$ cat src/rtl/irda_pkg.sv
`default_nettype none
// +--------------------------------------------------------------------+
// | irda_pkg : shared types and constants for the IrDA SIR transmitter  |
// | rev 1.0                                                            |
// +--------------------------------------------------------------------+
package irda_pkg;

  typedef enum logic [2:0] {
    ST_IDLE   = 3'd0,
    ST_START  = 3'd1,
    ST_DATA   = 3'd2,
    ST_PARITY = 3'd3,
    ST_STOP   = 3'd4
  } state_t;

  localparam int PARITY_NONE = 0;
  localparam int PARITY_ODD  = 1;
  localparam int PARITY_EVEN = 2;

  localparam int SUBTICKS_PER_BIT = 16;
  localparam int PULSE_SUBTICKS   = 3;

  function automatic logic parity_bit(input logic [7:0] data, input int mode);
    return (mode == PARITY_ODD) ? ~^data : ^data;
  endfunction

endpackage
`default_nettype wire

$ cat src/rtl/irda_baud_tick.sv
`default_nettype none
// +--------------------------------------------------------------------+
// | irda_baud_tick : BAUD_DIV divider producing 1/16-bit sub-ticks      |
// | rev 1.0                                                            |
// +--------------------------------------------------------------------+
module irda_baud_tick #(
  parameter int BAUD_DIV = 27
) (
  input  logic       clk,
  input  logic       reset_n,
  input  logic       clear,
  output logic       sub_tick,
  output logic [3:0] sub_idx
);
  localparam int            DIV_W    = $clog2(BAUD_DIV);
  localparam logic [DIV_W-1:0] DIV_LAST = DIV_W'(BAUD_DIV - 1);

  logic [DIV_W-1:0] div_cnt;

  assign sub_tick = (div_cnt == DIV_LAST);

  always_ff @(posedge clk or negedge reset_n) begin
    if (!reset_n) begin
      div_cnt <= '0;
      sub_idx <= '0;
    end else if (clear) begin
      div_cnt <= '0;
      sub_idx <= '0;
    end else if (sub_tick) begin
      div_cnt <= '0;
      sub_idx <= sub_idx + 4'd1;
    end else begin
      div_cnt <= div_cnt + DIV_W'(1);
    end
  end

endmodule
`default_nettype wire

$ cat src/rtl/irda_sir_tx.sv
`default_nettype none
// +--------------------------------------------------------------------+
// | irda_sir_tx : IrDA SIR transmitter, UART framing with RZI pulses    |
// | rev 1.0                                                            |
// +--------------------------------------------------------------------+
module irda_sir_tx
  import irda_pkg::*;
#(
  parameter int BAUD_DIV  = 27,
  parameter int PARITY    = 0,
  parameter int STOP_BITS = 1
) (
  input  logic       clk,
  input  logic       reset_n,
  input  logic [7:0] in_data,
  input  logic       in_valid,
  output logic       in_ready,
  input  logic       enable,
  output logic       busy,
  output logic       irda_TXD
);
  localparam logic       HAS_PARITY = (PARITY != PARITY_NONE);
  localparam logic [2:0] STOP_LAST  = 3'(STOP_BITS - 1);
  localparam logic [3:0] SUB_LAST   = 4'(SUBTICKS_PER_BIT - 1);
  localparam logic [3:0] PULSE_END  = 4'(PULSE_SUBTICKS);

  state_t     state, state_nxt;
  logic       buf_full;
  logic [7:0] buf_data;
  logic [7:0] shreg, shreg_nxt;
  logic       par_bit, par_nxt;
  logic [2:0] bit_cnt, cnt_nxt;
  logic       load, shift, transfer, bit_end, sub_tick, bit_val, txd_nxt;
  logic [3:0] sub_idx, idx_nxt;

  irda_baud_tick #(.BAUD_DIV(BAUD_DIV)) u_baud (
    .clk      (clk),
    .reset_n  (reset_n),
    .clear    (load),
    .sub_tick (sub_tick),
    .sub_idx  (sub_idx)
  );

  assign in_ready = !buf_full;
  assign transfer = in_valid && !buf_full;
  assign busy     = (state != ST_IDLE) || buf_full;
  assign bit_end  = sub_tick && (sub_idx == SUB_LAST);

  always_ff @(posedge clk or negedge reset_n) begin
    if (!reset_n) state <= ST_IDLE;
    else          state <= state_nxt;
  end

  always_comb begin
    state_nxt = state;
    load      = 1'b0;
    shift     = 1'b0;
    cnt_nxt   = bit_cnt;
    case (state)
      ST_IDLE: begin
        if (buf_full && enable) begin
          state_nxt = ST_START;
          load      = 1'b1;
        end
      end
      ST_START: begin
        if (bit_end) begin
          state_nxt = ST_DATA;
          cnt_nxt   = 3'd0;
        end
      end
      ST_DATA: begin
        if (bit_end) begin
          if (bit_cnt == 3'd7) begin
            cnt_nxt   = 3'd0;
            state_nxt = HAS_PARITY ? ST_PARITY : ST_STOP;
          end else begin
            cnt_nxt = bit_cnt + 3'd1;
            shift   = 1'b1;
          end
        end
      end
      ST_PARITY: begin
        if (bit_end) begin
          state_nxt = ST_STOP;
          cnt_nxt   = 3'd0;
        end
      end
      ST_STOP: begin
        if (bit_end) begin
          if (bit_cnt == STOP_LAST) begin
            cnt_nxt = 3'd0;
            // Back-to-back frames start with no idle gap.
            if (buf_full && enable) begin
              state_nxt = ST_START;
              load      = 1'b1;
            end else begin
              state_nxt = ST_IDLE;
            end
          end else begin
            cnt_nxt = bit_cnt + 3'd1;
          end
        end
      end
      default: state_nxt = ST_IDLE;
    endcase
  end

  // TXD is computed from the state/bit/sub-tick that will hold after this edge.
  always_comb begin
    shreg_nxt = load ? buf_data : (shift ? {1'b0, shreg[7:1]} : shreg);
    par_nxt   = load ? parity_bit(buf_data, PARITY) : par_bit;
    idx_nxt   = load ? 4'd0 : (sub_tick ? sub_idx + 4'd1 : sub_idx);
    case (state_nxt)
      ST_START:  bit_val = 1'b0;
      ST_DATA:   bit_val = shreg_nxt[0];
      ST_PARITY: bit_val = par_nxt;
      default:   bit_val = 1'b1;
    endcase
    txd_nxt = !bit_val && (idx_nxt < PULSE_END);
  end

  always_ff @(posedge clk or negedge reset_n) begin
    if (!reset_n) begin
      buf_full <= 1'b0;
      buf_data <= '0;
      shreg    <= '0;
      par_bit  <= 1'b0;
      bit_cnt  <= '0;
      irda_TXD <= 1'b0;
    end else begin
      if (transfer) begin
        buf_full <= 1'b1;
        buf_data <= in_data;
      end else if (load) begin
        buf_full <= 1'b0;
      end
      shreg    <= shreg_nxt;
      par_bit  <= par_nxt;
      bit_cnt  <= cnt_nxt;
      irda_TXD <= txd_nxt;
    end
  end

endmodule
`default_nettype wire
$ cat config.mk
export PLATFORM = sky130hd
export DESIGN_NAME = irda_sir_tx
export DESIGN_NICKNAME = d
export VERILOG_FILES = /design/src/rtl/irda_pkg.sv /design/src/rtl/irda_baud_tick.sv /design/src/rtl/irda_sir_tx.sv
export SDC_FILE = /design/constraint.sdc
export NUM_CORES = 1
export LEC_CHECK = 0
export CORE_MARGIN = 2
export CORE_UTILIZATION = 51
export DETAILED_ROUTE_END_ITERATION = 12
export PLACE_DENSITY_LB_ADDON = 0.15
export SYNTH_ARGS = -nofsm -noshare
export SYNTH_HDL_FRONTEND = slang
export SYNTH_SLANG_ARGS = --single-unit
export TNS_END_PERCENT = 10
$ cat constraint.sdc
create_clock -name clk -period 2.5 [get_ports clk]
set_input_delay 0.5 -clock clk [delete_from_list [all_inputs] [get_ports clk]]
set_output_delay 0.5 -clock clk [all_outputs]
set_load 0.01 [all_outputs]
# Word-level counts from Yosys, hierarchy flattened
# Index checks and enable logic that the tools add are counted.
# totals
register_bits,34
output_inout_bits,3
word_cells,75
# op_classes
addsub,3
n_lt_le_gt_ge,1
eq_ne,13
n_mux,32
reduce_logical,16
# op_table
operator,count
3-bit two-way mux,12
8-bit two-way mux,2
3-bit case mux with 5 select lines,1
"3-bit by 2-bit == test with 1-bit output, second input constant",4
1-bit two-way mux,10
5-bit two-way mux,2
3-bit case mux with 3 select lines,1
4-bit two-way mux,2
8-bit XOR reduction,1
"3-bit by 1-bit == test with 1-bit output, second input constant",2
"3-bit == test, second input constant",2
3-bit zero test,2
3-bit nonzero test,2
"5-bit by 1-bit adder with 5-bit output, second input constant",1
"5-bit == test, second input constant",1
"4-bit by 1-bit adder with 4-bit output, second input constant",1
"4-bit == test, second input constant",1
1-bit logical AND,4
"4-bit by 2-bit < comparator with 1-bit output, second input constant",1
"2-bit inequality test, second input constant",2
4-bit AND reduction,1
2-bit nonzero test,2
"3-bit by 1-bit adder with 3-bit output, second input constant",1
1-bit case mux with 3 select lines,1
other kinds (5),6

# Logic depth before layout (Yosys ltp)
# depth
ltp_word,9
ltp_mapped,8
depth_no_buf,7

# Cells and area by module
# Synthesis repeated with hierarchy kept, for this count alone.
# unflattened
hier_cells,176
area_unflattened_um2,1794.2
# modules_own_cells
mod,instances,cells_each,area_each_um2,seq_area_each_um2
irda_sir_tx,1,138,1370.1,625.6
irda_baud_tick,1,38,424.2,225.2

# Least setup slack after synthesis
# Ideal clock, no wire load.
# synth_path
path_kind,flip-flop to flip-flop
from,register bit_cnt[0]
to,register irda_TXD
t_arrival_ns,2.533
path_slack_ns,-0.145
path_stages_with_launch,8
n_path_buf,0
period_less_slack_ns,2.645
path_cell_list,dfrtp_1 -> ha_1 -> ha_1 -> or3b_1 -> nor4_2 -> mux2i_1 -> or3b_1 -> a2111oi_2
# synth_between
elab_chain_cells,9
# synth_lines
item,line,rtl
"start, declared",irda_sir_tx.sv:32,"logic [2:0] bit_cnt, cnt_nxt;"
"start signal, assigned",irda_sir_tx.sv:140,bit_cnt <= cnt_nxt;
branches (longest 8 deep; another with 3-bit case mux with 5 select lines),n/a,
1-bit logical AND *,irda_sir_tx.sv:120,txd_nxt = !bit_val && (idx_nxt < PULSE_END);
named net txd_nxt,irda_sir_tx.sv:33,"logic load, shift, transfer, bit_end, sub_tick, bit_val, txd_nxt;"
"end signal, assigned",irda_sir_tx.sv:141,irda_TXD <= txd_nxt;
"end, declared",irda_sir_tx.sv:20,output logic irda_TXD
# Mark *: on every way through the listed nets, which the timed path passes. The select of a mux whose other input is x is not followed.
# A chain may end at the register's enable or synchronous reset.

# Final worst setup path
# Ends and elaborated chain as after synthesis.

==> flow_summary.toml <==
[status]
outcome = "finished clean"

[placed_design]
gp_congestion = 0.835
place_hpwl_um = 2450
portBuffers = 14
place_ws_ps = 3.62

[sta]
rsz0062_at_grt = "false"
max_slew_margin = 0.596
setup_ws_ps = 125
finalClockSkew_ps = 3.17
final.min_clock_period_ps = 2370
drv_slew = 0
finalSetupViolCount = 0
fmax_mhz = 421
tightest_slew_ps = 599
holdWs_ps = 487
hold_viol_final = 0
post-route-period-util = 0.950

[floorplan]
ioPinCount = 15
die_area_um2 = 3940
dieWidth_um = 62.7
start_util = 0.527
placement_rows = 21
dieHeight_um = 62.7
core_um2 = 3340

[drt]
vias = 1338
routedWlPerCell_um = 14.4
ant_nets = 0
first_pass_iters = 4
drt_iter0_markers = 100
viasPerCell = 5.62
drc = 0
drt_wl_total_um = 3420

[worst_setup_path]
path_class = "reg -> reg"
worstSetupEndpointType = "flip-flop"
crit_required_ps = 2730
critPathMaxFanout = 3
worstSetupStartpointType = "flip-flop"
cp.arrival_ps = 2610

[layout]
fill_cells = 306
syn_to_final_growth_pct = 17.0
antenna-diode-count = 0
drive_gt1_frac = 0.161
fin_nets = 210

[logic_synthesis]
ys_seq_elements = 34
synth_mux_area_frac = 0.0569
syn_nets = 185
syn-cell-area_um2 = 1760
synth_top_family_by_area = "compound AO/OA/AOI/OAI gates"
avgSynthCellArea_um2 = 10.5
async_reset_ff_frac = 1.00
synthCells = 167
synthSimpleGateAreaFrac = 0.158
synth_cell_type_count = 36
netlist.area_leader.share = 0.484
synth_compound_area_frac = 0.159
synth_commonest_cells = "dfrtp_1 (34), nor2_1 (21), o21ai_0 (11)"
yosysSeqAreaShare = 0.484
synth_area_leaders = "dfrtp_1 (48%), mux2_2 (5.1%), nor2_1 (4.5%)"
synth_edf_count = 0
synth_fa_ha_area_frac = 0.0427
yosysTopAreaCell = "dfrtp_1"
ys.flop_type = "dfrtp_1"
synth_most_common_cell = "dfrtp_1"
synth_warnings = 0
synth-xor-area-share = 0.0647

[global_routing]
grt_max_degree = 35
grt_pass1_vias = 1363
grt_overflow_total = 0
antenna_found_initial = 0
grt_first_pass_wirelength_um = 6150
grt_usage = 0.201

[clock_network]
clk_pin_slew_ps = 90
clock_latency_ps = 330
cts_tree = "done"
htreeDepth = 2
cts_hold_buf = 0
cts-root-buf = "clkbuf_4"
numCtsBuffers = 5
clock_path_buffers = 2
cts_sinks = 34

[run]
cap_violations = 0

[pwr]
cellLeakagePower_nw = 0.928
powerDensity_nw_per_um2 = 924
ir_worst_vdd_mv = 0.537
p_total_mw = 1.90

[hold_path]
hp-class = "reg -> reg"
-- cell families after synthesis --
kind of cell | Yosys count
AO/OA/AOI/OAI | 39
XOR/XNOR | 13
adder cells (fa/ha/maj) | 6
buffers and inverters | 14
flip-flops | 34
multiplexers | 9
AND/OR/NAND/NOR | 52
-- final cells by class --
cell class / instances / area (µm²) / share of cell area
Timing Repair Buffer: 24 / 215 / 0.105
Tap cell: 46 / 57.6 / 0.0280
Multi-Input combinational cell: 119 / 860 / 0.418
Sequential cell: 34 / 851 / 0.413
Clock buffer: 7 / 45.0 / 0.0219
Inverter: 8 / 30.0 / 0.0146
-- report_power, final --
group | internal (mW) | switching (mW) | total [mW]
logic | 0.390 | 0.274 | 0.664
registers | 0.764 | 0.200 | 0.964
clock network | 0.106 | 0.168 | 0.274
total | 1.26 | 0.642 | 1.90
-- repair_timing --
item                       CTS  global route
setup endpoints to repair    1             1
gates resized for setup      2             0
pin swaps                    2             1
buffers inserted             3             1
-- metal layers --
layer / up-vias / global-route usage / wire length, µm
met1: 662 / 0.242 / 1550
met5: - / 0 / 0
met4: 0 / 0.0833 / 69
li1: 646 / - / -
met3: 8 / 0.0541 / 108
met2: 22 / 0.340 / 1690
-- placed cells by master, fill, tap and decap left out, types with 2 or more instances in the layout --
cell	n
clkbuf_4	5
mux2_2	8
a21o_1	6
nand3_1	5
a22o_1	6
o31a_1	2
nand2_1	8
a21oi_1	3
nor2_1	21
nor3_1	3
clkdlybuf4s50_1	14
dfrtp_1	34
a31oi_1	2
nand4_1	4
nand2b_1	2
xnor2_1	9
ha_1	5
buf_4	10
clkbuf_1	2
xor2_1	4
inv_1	8
o21ai_0	11
o31ai_1	3
nor2b_1	2
-- worst paths after layout --
kind	start	to	slack [ps]	depth (start not counted)
setup / recovery	bit_cnt[0]	irda_TXD	130	7
hold / removal	shreg[4]	shreg[4]	490	1
setup reg to reg	bit_cnt[0]	irda_TXD	130	7
hold reg to reg	shreg[4]	shreg[4]	490	1
max in group asynchronous	reset_n	buf_data[2]	1620	2
min in group asynchronous	reset_n	u_baud.sub_idx[2]	580	2
-- worst max-delay path, stage by stage, from the launching register on --
cell and delay, ps:
dfrtp_1 390, ha_1 210, ha_2 190, or3b_4 390, nor4_4 180, mux2i_1 240
or3b_1 380, a2111oi_2 280
-- through the flow --
| stage | util | instance area, µm² | TNS, ps | std cells |
|---|---|---|---|---|
| 6_report | 0.617 | 2060 | 0 | 238 |
| 5_1_grt | 0.617 | 2060 | 0 | 238 |
| 4_1_cts | 0.615 | 2050 | 0 | 237 |
| 3_5_place_dp | 0.593 | 1980 | 0 | 227 |
| 3_3_place_gp | 0.593 | 1980 | 0 | 227 |
| 2_1_floorplan | - | 1770 | -10.5 | 167 |
-- flip-flops by register name, summed over array words and instances, names as in the netlist --
| register | count |
|---|---|
| shreg | 8 |
| state | 3 |
| bit_cnt | 3 |
| u_baud.sub_idx | 4 |
| irda_TXD | 1 |
| buf_data | 8 |
| par_bit | 1 |
| buf_full | 1 |
| u_baud.div_cnt | 5 |
Power figures use the tool's default switching activity.
